File: src/rtl/datapath_regs_pkg.sv
// Shared encodings for the datapath register bank and the control FSM that drives it.
// Strobe bit positions apply equally to write_en, inc_en and clr_en.
package datapath_regs_pkg;

    localparam int DATA_W_DEF = 16;
    localparam int ADDR_W_DEF = 16;

    localparam int SEL_PC     = 1;
    localparam int SEL_AR     = 2;
    localparam int SEL_IR     = 3;
    localparam int SEL_AC     = 4;
    localparam int SEL_R      = 5;
    localparam int SEL_R4     = 7;
    localparam int SEL_R3     = 8;
    localparam int SEL_R2     = 9;
    localparam int SEL_R1     = 10;
    localparam int SEL_DM     = 11;
    localparam int SEL_ALU_AC = 12;
    localparam int SEL_AC_R   = 13;

    typedef enum logic [3:0] {
        RD_NONE = 4'd0,
        RD_PC   = 4'd1,
        RD_AR   = 4'd2,
        RD_IR   = 4'd4,
        RD_AC   = 4'd5,
        RD_R    = 4'd6,
        RD_R1   = 4'd7,
        RD_R2   = 4'd8,
        RD_R3   = 4'd9,
        RD_R4   = 4'd10,
        RD_DM   = 4'd12,
        RD_IM   = 4'd13,
        RD_AC_R = 4'd14
    } rd_sel_e;

endpackage

File: src/rtl/datapath_regs_if.sv
// Control, memory and ALU signals between the control side (master) and the register bank (slave).
interface datapath_regs_if #(
    parameter int DATA_W = 16,
    parameter int ADDR_W = 16
);
    logic [15:0]       write_en;
    logic [15:0]       inc_en;
    logic [15:0]       clr_en;
    logic [3:0]        read_en;
    logic [DATA_W-1:0] alu_result;
    logic [DATA_W-1:0] dm_rdata;
    logic [DATA_W-1:0] im_rdata;
    logic [ADDR_W-1:0] dm_addr;
    logic [DATA_W-1:0] dm_wdata;
    logic              dm_we;
    logic [ADDR_W-1:0] im_addr;
    logic [DATA_W-1:0] alu_a;
    logic [DATA_W-1:0] alu_b;
    logic [4:0]        instruction;
    logic [15:0]       z;
    logic [DATA_W-1:0] bus_out;

    modport master (
        output write_en, inc_en, clr_en, read_en, alu_result, dm_rdata, im_rdata,
        input  dm_addr, dm_wdata, dm_we, im_addr, alu_a, alu_b, instruction, z, bus_out
    );

    modport slave (
        input  write_en, inc_en, clr_en, read_en, alu_result, dm_rdata, im_rdata,
        output dm_addr, dm_wdata, dm_we, im_addr, alu_a, alu_b, instruction, z, bus_out
    );
endinterface

File: src/rtl/datapath_regs_dp_reg.sv
// One datapath register: async reset, then clear over load over increment on each rising edge.
module dp_reg #(
    parameter int DATA_W = 16
) (
    input  logic              clk,
    input  logic              rst_n,
    input  logic              clr,
    input  logic              load,
    input  logic              inc,
    input  logic [DATA_W-1:0] d,
    output logic [DATA_W-1:0] q
);

    always_ff @(posedge clk or negedge rst_n) begin
        if (!rst_n)
            q <= '0;
        else if (clr)
            q <= '0;
        else if (load)
            q <= d;
        else if (inc)
            q <= q + DATA_W'(1);
    end

endmodule

File: src/rtl/datapath_regs.sv
// Processor register bank: PC, AR, IR, AC, R, R1-R4 around a single shared bus.
// All sequencing comes from the control FSM; this block only applies the per-edge strobes.
module datapath_regs
    import datapath_regs_pkg::*;
#(
    parameter int DATA_W = DATA_W_DEF,
    parameter int ADDR_W = ADDR_W_DEF
) (
    input  logic            clk,
    input  logic            rst_n,
    datapath_regs_if.slave  io
);

    logic [DATA_W-1:0] bus;
    logic [DATA_W-1:0] pc, ar, ir, ac, r, r1, r2, r3, r4;
    logic [DATA_W-1:0] ac_d;
    logic              ac_load, r_load;

    always_comb begin
        bus = '0;
        case (rd_sel_e'(io.read_en))
            RD_PC:   bus = pc;
            RD_AR:   bus = ar;
            RD_IR:   bus = ir;
            RD_AC:   bus = ac;
            RD_R:    bus = r;
            RD_R1:   bus = r1;
            RD_R2:   bus = r2;
            RD_R3:   bus = r3;
            RD_R4:   bus = r4;
            RD_DM:   bus = io.dm_rdata;
            RD_IM:   bus = io.im_rdata;
            RD_AC_R: bus = ac;
            default: bus = '0;
        endcase
    end

    // AC has two load sources; the ALU result wins when both are strobed together.
    assign ac_load = io.write_en[SEL_AC] | io.write_en[SEL_ALU_AC];
    assign ac_d    = io.write_en[SEL_ALU_AC] ? io.alu_result : bus;
    assign r_load  = io.write_en[SEL_R] | io.write_en[SEL_AC_R];

    dp_reg #(.DATA_W(DATA_W)) u_pc (.clk(clk), .rst_n(rst_n), .clr(io.clr_en[SEL_PC]),
        .load(io.write_en[SEL_PC]), .inc(io.inc_en[SEL_PC]), .d(bus), .q(pc));
    dp_reg #(.DATA_W(DATA_W)) u_ar (.clk(clk), .rst_n(rst_n), .clr(io.clr_en[SEL_AR]),
        .load(io.write_en[SEL_AR]), .inc(io.inc_en[SEL_AR]), .d(bus), .q(ar));
    dp_reg #(.DATA_W(DATA_W)) u_ir (.clk(clk), .rst_n(rst_n), .clr(io.clr_en[SEL_IR]),
        .load(io.write_en[SEL_IR]), .inc(io.inc_en[SEL_IR]), .d(bus), .q(ir));
    dp_reg #(.DATA_W(DATA_W)) u_ac (.clk(clk), .rst_n(rst_n), .clr(io.clr_en[SEL_AC]),
        .load(ac_load), .inc(io.inc_en[SEL_AC]), .d(ac_d), .q(ac));
    dp_reg #(.DATA_W(DATA_W)) u_r  (.clk(clk), .rst_n(rst_n), .clr(io.clr_en[SEL_R]),
        .load(r_load), .inc(io.inc_en[SEL_R]), .d(bus), .q(r));
    dp_reg #(.DATA_W(DATA_W)) u_r4 (.clk(clk), .rst_n(rst_n), .clr(io.clr_en[SEL_R4]),
        .load(io.write_en[SEL_R4]), .inc(io.inc_en[SEL_R4]), .d(bus), .q(r4));
    dp_reg #(.DATA_W(DATA_W)) u_r3 (.clk(clk), .rst_n(rst_n), .clr(io.clr_en[SEL_R3]),
        .load(io.write_en[SEL_R3]), .inc(io.inc_en[SEL_R3]), .d(bus), .q(r3));
    dp_reg #(.DATA_W(DATA_W)) u_r2 (.clk(clk), .rst_n(rst_n), .clr(io.clr_en[SEL_R2]),
        .load(io.write_en[SEL_R2]), .inc(io.inc_en[SEL_R2]), .d(bus), .q(r2));
    dp_reg #(.DATA_W(DATA_W)) u_r1 (.clk(clk), .rst_n(rst_n), .clr(io.clr_en[SEL_R1]),
        .load(io.write_en[SEL_R1]), .inc(io.inc_en[SEL_R1]), .d(bus), .q(r1));

    // The memory write uses this cycle's AR and bus, so the store lands on the same edge.
    assign io.dm_addr     = ar[ADDR_W-1:0];
    assign io.dm_wdata    = bus;
    assign io.dm_we       = io.write_en[SEL_DM];
    assign io.im_addr     = pc[ADDR_W-1:0];
    assign io.alu_a       = ac;
    assign io.alu_b       = r;
    assign io.instruction = ir[4:0];
    assign io.z           = 16'(ac == '0);
    assign io.bus_out     = bus;

    logic unused_bits;
    assign unused_bits = ^{io.write_en[0], io.write_en[6], io.write_en[15:14],
                           io.inc_en[0], io.inc_en[6], io.inc_en[15:11],
                           io.clr_en[0], io.clr_en[6], io.clr_en[15:11],
                           ir[DATA_W-1:5]};

endmodule

File: src/flat_wrapper.sv
// flat-port wrapper written by rule: the top's interface ports become plain ports
module datapath_regs_flat import datapath_regs_pkg::*;
#(
    parameter int DATA_W = DATA_W_DEF,
    parameter int ADDR_W = ADDR_W_DEF
)
  (clk, rst_n, io_write_en, io_inc_en, io_clr_en, io_read_en, io_alu_result, io_dm_rdata, io_im_rdata, io_dm_addr, io_dm_wdata, io_dm_we, io_im_addr, io_alu_a, io_alu_b, io_instruction, io_z, io_bus_out);
  datapath_regs_if #(.DATA_W(DATA_W), .ADDR_W(ADDR_W)) io_i ();
  input  logic clk;
  input  logic rst_n;
  input wire logic [$bits(io_i.write_en)-1:0] io_write_en;
  input wire logic [$bits(io_i.inc_en)-1:0] io_inc_en;
  input wire logic [$bits(io_i.clr_en)-1:0] io_clr_en;
  input wire logic [$bits(io_i.read_en)-1:0] io_read_en;
  input wire logic [$bits(io_i.alu_result)-1:0] io_alu_result;
  input wire logic [$bits(io_i.dm_rdata)-1:0] io_dm_rdata;
  input wire logic [$bits(io_i.im_rdata)-1:0] io_im_rdata;
  output wire logic [$bits(io_i.dm_addr)-1:0] io_dm_addr;
  output wire logic [$bits(io_i.dm_wdata)-1:0] io_dm_wdata;
  output wire logic [$bits(io_i.dm_we)-1:0] io_dm_we;
  output wire logic [$bits(io_i.im_addr)-1:0] io_im_addr;
  output wire logic [$bits(io_i.alu_a)-1:0] io_alu_a;
  output wire logic [$bits(io_i.alu_b)-1:0] io_alu_b;
  output wire logic [$bits(io_i.instruction)-1:0] io_instruction;
  output wire logic [$bits(io_i.z)-1:0] io_z;
  output wire logic [$bits(io_i.bus_out)-1:0] io_bus_out;
  assign io_i.write_en = io_write_en;
  assign io_i.inc_en = io_inc_en;
  assign io_i.clr_en = io_clr_en;
  assign io_i.read_en = io_read_en;
  assign io_i.alu_result = io_alu_result;
  assign io_i.dm_rdata = io_dm_rdata;
  assign io_i.im_rdata = io_im_rdata;
  assign io_dm_addr = io_i.dm_addr;
  assign io_dm_wdata = io_i.dm_wdata;
  assign io_dm_we = io_i.dm_we;
  assign io_im_addr = io_i.im_addr;
  assign io_alu_a = io_i.alu_a;
  assign io_alu_b = io_i.alu_b;
  assign io_instruction = io_i.instruction;
  assign io_z = io_i.z;
  assign io_bus_out = io_i.bus_out;
  datapath_regs #(.DATA_W(DATA_W), .ADDR_W(ADDR_W)) u_core (.clk(clk), .rst_n(rst_n), .io(io_i));
endmodule
File: config.mk
export PLATFORM = sky130hd
export DESIGN_NAME = datapath_regs_flat
export DESIGN_NICKNAME = d
export VERILOG_FILES = /design/src/rtl/datapath_regs_pkg.sv /design/src/rtl/datapath_regs_if.sv /design/src/rtl/datapath_regs_dp_reg.sv /design/src/rtl/datapath_regs.sv /design/src/flat_wrapper.sv
export SDC_FILE = /design/constraint.sdc
export NUM_CORES = 1
export LEC_CHECK = 0
export BUFFER_PORTS_ARGS = -buffer_cell sky130_fd_sc_hd__buf_2
export CELL_PAD_IN_SITES_DETAIL_PLACEMENT = 2
export CELL_PAD_IN_SITES_GLOBAL_PLACEMENT = 2
export CORE_MARGIN = 8
export CORE_UTILIZATION = 33
export CTS_BUF_LIST = sky130_fd_sc_hd__clkbuf_8 sky130_fd_sc_hd__clkbuf_16
export DETAILED_ROUTE_END_ITERATION = 6
export PLACE_DENSITY_LB_ADDON = 0.1
export SYNTH_ARGS = -nofsm -noshare
export SYNTH_HDL_FRONTEND = slang
export SYNTH_SLANG_ARGS = --single-unit
File: constraint.sdc
create_clock -name clk -period 2.5 [get_ports clk]
set_input_delay 0.125 -clock clk [delete_from_list [all_inputs] [get_ports clk]]
set_output_delay 0.125 -clock clk [all_outputs]
set_load 0.005 [all_outputs]
==> results of run 1 <==
## path summary, 6_finish.rpt
kind / start / end / slack (ns) / cells past startpoint
min reg2reg: u_core.u_r1.q[15] / u_core.u_r1.q[15] / 0.61 / 2
max: io_read_en[2] / io_dm_wdata[15] / 0.02 / 9
min in group asynchronous: rst_n / u_core.u_ac.q[11] / 0.22 / 2
max in group asynchronous: rst_n / u_core.u_r1.q[1] / 1.51 / 3
min: io_inc_en[5] / u_core.u_r.q[1] / 0.02 / 3
max reg2reg: u_core.u_ac.q[0] / u_core.u_ac.q[14] / 0.26 / 6
## worst min-delay path, delay by kind of cell
family	cells	cell delay, ns
buf+inv	1	0.14
simple gates	1	0.09
compound gates	1	0.05
## cell usage in the layout (no fill, tap or decap), drive strengths merged, types with 32 or more instances in the layout
cell type	n
a211oi	104
a21oi	32
buf	288
dfrtp	144
inv	42
nand2	72
nand3	47
nand4	44
nor2	108
nor3	40
xnor2	54
xor2	57
## kinds of logic (layout without fill, tap and decap cells)
group,count (synthesis),after routing,synth area share [%]
AND/OR/NAND/NOR,447,447,22.4
AO/OA/AOI/OAI,311,311,23.0
buffers and inverters,162,359,7.64
flip-flops,144,144,34.0
XOR/XNOR,111,111,9.17
multiplexers,26,26,2.61
adder cells (fa/ha/maj),10,10,1.18
other,1,16,0.0354
## through the flow
stage	instance area [um^2]	util [%]	total power [uW]	worst slack, ns
finish	13000	41.1	6990	0.0178
global route	13000	41.1	7250	-0.00498
CTS	12900	40.7	6980	0.00432
detailed placement	12200	38.7	4480	0.106
global placement	12200	38.7	4440	0.121
floorplan	10700	-	3560	0.512
## where the power goes
part	internal (uW)	total [uW]	switching [uW]
clock	1380	2460	1080
combinational	702	1690	985
sequential	2490	2840	350
total	4580	6990	2410
## sequential cells by signal, summed over array words and instances (netlist names)
name and flops:
u_core.u_r3.q 16, u_core.u_r2.q 16, u_core.u_r.q 16, u_core.u_ar.q 16, u_core.u_r4.q 16, u_core.u_pc.q 16, u_core.u_ac.q 16, u_core.u_ir.q 16
u_core.u_r1.q 16
## per-layer routing
| layer | GRT usage (%) | wire length (um) | vias up |
|---|---|---|---|
| li1 | - | - | 4872 |
| met1 | 35.5 | 24000 | 5655 |
| met2 | 43.7 | 24400 | 283 |
| met3 | 4.90 | 2250 | 70 |
| met4 | 10.1 | 1670 | 0 |
| met5 | 0 | 0 | - |
## timing repair
item / CTS / global route
hold buffers: 3 / 0
buffers inserted: 4 / 10
endpoints found under the hold margin: 51 / 0
endpoints found under the setup margin: 12 / 17
pin swaps: 4 / 7
resized for setup: 8 / 22
## layout make-up
cell class              instances  area (um^2)  area share [%]
diodes                          1         2.50          0.0192
clock buffers                  19          453            3.48
clock inverters                11         77.6           0.596
inverters                      38          145            1.12
multi-input cells             920         6300            48.4
flip-flops and latches        144         3610            27.8
well taps                     402          503            3.86
repair buffers                291         1920            14.7
==> impl_metrics.toml, run 1 <==
[status]
status = "completed"

[setup_path]
path_max_fanout = 22
critPathTopFamily = "buffers and inverters"
crit_path_start_kind = "input port"
crit_path_max_incr_delay_ns = 0.49
arrival_ns = 2.36
cp.required_ns = 2.38
crit_slowest_cell = "o221ai_1"
crit_type = "input port to output pin"
crit_buf_inv = 5
end_kind = "output pin"
worstPathCellList = "buf_2 -> buf_12 -> nor2b_1 -> a22oi_1 -> o221ai_1 -> nor2_2 -> buf_12 -> inv_1 -> buf_2"

[place]
post-place-cells = 1778
post-dp-hpwl_mm = 39.9
port_buffers = 184
gp_congestion = 0.944

[final_layout]
drive_above_1_share_pct = 26.9
fillers = 3562
final_cells = 1826
area_growth_pct = 22.7
final_nets = 1524

[global_route]
grt_first_pass_wirelength_mm = 77.9
grt_usage_pct = 27.0
grt_max_degree = 56
antenna_found_initial = 0
grt_pass1_vias = 11700
overflow = 0

[sta]
fmax_ghz = 0.403
fin_setup_tns_ns = 0
whs_ns = 0.0180
fin_worst_skew_ns = 0.00886
worstMarginPinSlew_ns = 0.632
setup_viol = 0
hold_violations = 0
post-route-min-period_ns = 2.48
fin_crit_sh_pct = 99.3
drv_slew = 0
slew_headroom_pct = 57.6

[yosys]
syn_area_per_cell_um2 = 8.75
synth.area.top_cells = "dfrtp_1, a211oi_1, xor2_1, xnor2_1, nor2_1"
synth.distinct_cells = 84
syn_inst = 1212
yosysSeqAreaShare_pct = 34.0
yosysTopAreaCellShare_pct = 34.0
syn-cell-area_mm2 = 0.0106
yosys.cell_count.top_type = "dfrtp_1"
yosys.area.top_type = "dfrtp_1"
ys_warn_count = 0
synthFlopType = "dfrtp_1"
synthTopCellsByCount = "dfrtp_1, nor2_1, a211oi_1, nand2_1, clkbuf_1"
synth-edff-count = 0
synth.ff_latch_count = 144
async_flop_share_pct = 100

[clock_network]
clkTransAtPathRegs_ns = 0.06
clk_latency_ns = 0.45
clockBufferDepth = 2
numCtsBuffers = 17
cts_sinks = 144
h-tree-depth = 4
cts_tree = "yes"
root_buffer = "clkbuf_16"

[route]
drt-initial-drc-count = 764
viasPerCell = 5.96
antenna_left = 0
wire_per_inst_um = 28.6
drt_first_pass_iters = 5
num_vias = 10900
drc = 0
wl_mm = 52.3

[floorplan]
die-height_um = 195
die_x_um = 195
rows = 65
fp.coreArea_mm2 = 0.0316
die_area_mm2 = 0.0381
initial_core_util_pct = 33.5
ios = 220

[worst_hold_path]
hold_path_class = "input port to flip-flop"

[run]
maxCapViolations = 0

[pwr]
vdd_drop_max_v = 0.000481
p_per_area_mw_per_mm2 = 537
p_leak_uw = 0.00573
Note: power is estimated with default switching activity, not from simulation.
==> run 2, diff against run 1 <==
==> constraint.sdc (replaced) <==
create_clock -name clk -period 2.5 [get_ports clk]
set_input_delay 0.5 -clock clk [delete_from_list [all_inputs] [get_ports clk]]
set_output_delay 0.5 -clock clk [all_outputs]
set_load 0.005 [all_outputs]
==> run 2 against run 1 <==
- the run now ends with negative hold slack, negative setup slack left
- power grew 9.5%
- critical path depth shrank 3
- clock power grew 14%
- clock skew grew 0.0038 ns
==> impl_metrics.toml, run 2 (same netlist as run 1, synthesis figures left out) <==
[clock_network]
root_buffer = "clkbuf_16"
h-tree-depth = 4
clkTransAtPathRegs_ns = 0.07
cts_sinks = 144
cts_hold_buf = 0
numCtsBuffers = 17
clk_latency_ns = 0.46
cts_tree = "yes"
clockBufferDepth = 2

[pwr]
p_leak_uw = 0.00638
power_uw = 7660
p_per_area_mw_per_mm2 = 528
vdd_drop_max_v = 0.000497

[sta]
drv_slew = 0
rsz0062_at_grt = "yes"
fmax_ghz = 0.355
post-route-min-period_ns = 2.82
fin_setup_tns_ns = -3.65
fin_crit_sh_pct = 113
whs_ns = -0.00730
fin_worst_skew_ns = 0.0126
fin_ws_ns = -0.317
slew_headroom_pct = 57.1
hold_violations = 6
worstMarginPinSlew_ns = 0.642
setup_viol = 30

[final_layout]
diodes = 0
final_common_cell = "buf_4"
final_area_mm2 = 0.0145
final_nets = 1617
final_cell_mix = "buf_4, buf_2, dfrtp_1"
area_growth_pct = 36.8
drive_above_1_share_pct = 36.2
fillers = 3516

[route]
wire_per_inst_um = 29.2
drt_first_pass_iters = 5
drt-initial-drc-count = 755
viasPerCell = 5.91
wl_mm = 56.1
antenna_left = 0
num_vias = 11400
drc = 0

[global_route]
overflow = 0
grt_first_pass_wirelength_mm = 83.2
antenna_found_initial = 1
grt_usage_pct = 29.3
grt_pass1_vias = 12300
grt_max_degree = 44

[setup_path]
endpoint = "io_dm_wdata[1]"
reg2reg_setup_slack_ns = 0.20
rr_endpoint = "u_core.u_r1.q[11]"
r2r_cells = 7
worstSetupStartpoint = "u_core.u_r3.q[1]"
crit_type = "flip-flop to output pin"
crit_path_start_kind = "flip-flop"
end_kind = "output pin"
cp.required_ns = 2.00
arrival_ns = 2.32
r2r_start = "u_core.u_r4.q[11]"
path_max_fanout = 6

[place]
port_buffers = 184
pre_cts_ws_ns = -0.501
place_area_mm2 = 0.0128
post-dp-hpwl_mm = 42.4
gp_congestion = 0.934

[run]
maxCapViolations = 0

[floorplan]
die_x_um = 195
die-height_um = 195
fp.coreArea_mm2 = 0.0316
initial_core_util_pct = 33.5
rows = 65
ios = 220
die_area_mm2 = 0.0381

[status]
status = "finished with violations"
violations = "negative hold slack, negative setup slack"

[worst_hold_path]
hold_path_class = "input port to asynchronous set/reset pin"
run 2: cell count changes in the layout (fill, tap and decap cells not counted), moves of 6 or more:
cell / change
buf_4: +73
buf_6: +44
buf_2: -26
inv_1: -15
dfrtp_1: -7
dfrtp_2: +7
inv_2: +6
run 2: metal layers:
| layer | part of all wire, % | up-vias | track usage (%) |
|---|---|---|---|
| li1 | - | 5052 | - |
| met1 | 44 | 5879 | 38.1 |
| met2 | 47 | 334 | 47.8 |
| met3 | 4.9 | 86 | 5.55 |
| met4 | 3.4 | 0 | 10.9 |
| met5 | 0 | - | 0 |
run 2: where the power goes:
group	switching, uW	internal, uW
logic	1130	888
clock network	1150	1650
registers	345	2490
total	2620	5030
run 2: how the worst min path moves through the flow:
| stage | slack [ns] | end | from |
|---|---|---|---|
| after floorplan | 0.20 | u_core.u_ac.q[0] | rst_n |
| after global placement | 0.49 | u_core.u_r4.q[7] | rst_n |
| after detailed placement | 0.49 | u_core.u_r4.q[7] | rst_n |
| after CTS | 0.007 | u_core.u_r3.q[0] | rst_n |
| after global routing | 0.004 | u_core.u_r4.q[7] | rst_n |
| final | -0.007 | u_core.u_r4.q[7] | rst_n |
run 2: layout make-up:
class	count	area (um^2)	area share, %
Multi-Input combinational cell	920	6680	46.0
Tap cell	402	503	3.47
Timing Repair Buffer	384	2930	20.2
Sequential cell	144	3620	25.0
Inverter	38	163	1.12
Clock buffer	20	467	3.22
Clock inverter	12	154	1.06
run 2: worst max-delay path: stages (launching register included):
cell,delay [ns]
dfrtp_2,0.49
mux2_4,0.30
a221o_1,0.36
a2111oi_4,0.33
buf_4,0.23
inv_4,0.04
buf_6,0.11
run 2: repair_timing:
action / in CTS / in global routing
endpoints found under the hold margin: 0 / 0
gates cloned: 4 / 0
setup buffers: 33 / 5
pin swaps: 38 / 22
resized for setup: 154 / 39
endpoints found under the setup margin: 32 / 33
run 2: per-stage QoR:
stage | std cells | utilization, %
after global routing | 1920 | 45.9
after CTS | 1916 | 45.3
after detailed placement | 1850 | 40.4
after floorplan | 1226 | -
after global placement | 1850 | 40.4
final | 1920 | 45.9
==> run 3, diff against run 2 <==
--- a/config.mk
+++ b/config.mk
@@ -12,7 +12,8 @@
 export CORE_UTILIZATION = 33
 export CTS_BUF_LIST = sky130_fd_sc_hd__clkbuf_8 sky130_fd_sc_hd__clkbuf_16
 export DETAILED_ROUTE_END_ITERATION = 6
-export PLACE_DENSITY_LB_ADDON = 0.1
+export GPL_ROUTABILITY_DRIVEN = 0
+export PLACE_DENSITY = 0.77
 export SYNTH_ARGS = -nofsm -noshare
 export SYNTH_HDL_FRONTEND = slang
 export SYNTH_SLANG_ARGS = --single-unit
==> run 3 against run 2 <==
- the run ends with design-rule violations, negative hold slack, negative setup slack left
- sequential share of layout area fell by 0.90 points
- worst setup slack lost 0.027 ns
- count of clock-buffer cells in the layout shrank 3
- clock skew grew 0.0017 ns
- sequential cell count unchanged
- via count grew 22%
==> impl_metrics.toml, run 3 (same netlist as run 1, synthesis figures left out) <==
[clock_network]
h-tree-depth = 4
cts_hold_buf = 0
clkTransAtPathRegs_ns = 0.08
root_buffer = "clkbuf_16"
cts_sinks = 144
numCtsBuffers = 17
clockBufferDepth = 2
cts_tree = "yes"
clk_latency_ns = 0.48

[global_route]
grt_usage_pct = 35.7
grt_pass1_vias = 14100
grt_use_met3_pct = 8.73
overflow = 0
gr-usage-met2_pct = 57.4
grt_first_pass_wirelength_mm = 101
grt_max_degree = 44
use_met1_pct = 41.9
busiest_layer = "met2"
antenna_found_initial = 7

[pwr]
p_leak_uw = 0.00661
p_per_area_mw_per_mm2 = 540
vdd_drop_max_v = 0.000538

[place]
post-dp-hpwl_mm = 41.4
port_buffers = 184
pre_cts_ws_ns = -0.767

[final_layout]
final_common_cell = "buf_4"
area_growth_pct = 42.1
final_cell_mix = "buf_4, buf_2, dfrtp_1"
drive_above_1_share_pct = 38.9
final_nets = 1646

[sta]
whs_ns = -0.0126
post-route-min-period_ns = 2.84
setup_viol = 42
hold_violations = 24
fin_ws_ns = -0.344
worstMarginPinSlew_ns = 0.833
rsz0062_at_grt = "yes"
fin_setup_tns_ns = -7.70
fin_crit_sh_pct = 114
fin_worst_skew_ns = 0.0144
fmax_ghz = 0.352
drv_slew = 0
slew_headroom_pct = 44.3

[route]
antenna_left = 0
viasPerCell = 7.08
wl_mm = 78.7
drt_first_pass_iters = 7
wire_per_inst_um = 40.2
drt-initial-drc-count = 1847
drc = 2
num_vias = 13900

[run]
maxCapViolations = 0

[floorplan]
rows = 65
die_x_um = 195
ios = 220
fp.coreArea_mm2 = 0.0316
initial_core_util_pct = 33.5
die-height_um = 195
die_area_mm2 = 0.0381

[setup_path]
crit_top_cell = "buf_6"
crit_slowest_cell = "mux2i_2"
critPathTopFamily = "buffers and inverters"
worstPathCellList = "buf_12 -> buf_6 -> mux2i_2 -> nor2_1 -> a221o_1 -> a2111oi_4 -> buf_4 -> inv_4 -> buf_6"
crit_path_max_incr_delay_ns = 0.35
crit_path_start_kind = "input port"
arrival_ns = 2.34
reg2reg_setup_slack_ns = -0.23
rr_endpoint = "u_core.u_ar.q[9]"
end_kind = "output pin"
crit_buf_inv = 5
crit_type = "input port to output pin"
cp.required_ns = 2.00
path_max_fanout = 12
r2r_cells = 5
r2r_start = "u_core.u_ar.q[4]"

[status]
status = "finished with violations"
violations = "design-rule violations, negative hold slack, negative setup slack"

[worst_hold_path]
hold_path_class = "input port to asynchronous set/reset pin"
run 3: changes by cell type in the layout (fill, tap and decap cells not counted), moves of 4 or more:
cell and delta:
buf_4 +12, buf_8 +9, diode_2 +6, buf_2 +5, dfrtp_1 -4, dfrtp_2 +4, inv_6 +4, inv_8 +4
o22ai_1 -4
run 3: what timing repair did:
| item | CTS | global route |
|---|---|---|
| cloned | 4 | 0 |
| buffers inserted | 57 | 32 |
| pin swaps | 59 | 37 |
| setup endpoints to repair | 42 | 35 |
| gates resized for setup | 174 | 76 |
run 3: area by class of cell:
type / instances / area [um^2]
fill: 3366 / 16600
multi-input combinational: 920 / 6910
sequential: 144 / 3630
timing repair buffer: 413 / 3270
tap: 402 / 503
clock buffer: 17 / 425
clock inverter: 15 / 163
inverter: 38 / 158
antenna: 6 / 15.0
run 3: worst max path at each step:
| stage | end | cells after the start | from | slack, ns |
|---|---|---|---|---|
| after floorplan | io_dm_wdata[14] | 9 | io_read_en[3] | -0.07 |
| after global placement | io_dm_wdata[5] | 8 | io_read_en[0] | -0.72 |
| after detailed placement | io_bus_out[5] | 9 | io_read_en[3] | -0.77 |
| after CTS | io_bus_out[1] | 7 | u_core.u_r1.q[1] | -0.36 |
| after global routing | io_bus_out[1] | 7 | u_core.u_r1.q[1] | -0.36 |
| final | io_bus_out[1] | 9 | io_read_en[0] | -0.34 |
run 3: routing by layer:
metal  vias to the layer above  wire (um)
li1                       5125          -
met1                      6947      28000
met2                      1293      34500
met3                       482       8550
met4                         4       7590
met5                         -         29
run 3: metrics by stage:
step                hold slack [ns]  utilization (%)  total power, uW  instances  area [um^2]
detailed placement            0.480             40.0             4570       1829        12600
floorplan                     0.204                -             3580       1226        10700
global route                -0.0109             47.6             8210       1949        15100
finish                      -0.0126             47.7             8140       1955        15100
global placement              0.470             40.0             4500       1829        12600
CTS                         0.00214             45.8             7570       1921        14500
run 3: power by group:
group	switching (uW)	internal, uW	total, uW
Sequential	407	2490	2900
Clock	1420	1430	2850
Combinational	1430	969	2390
Total	3250	4890	8140
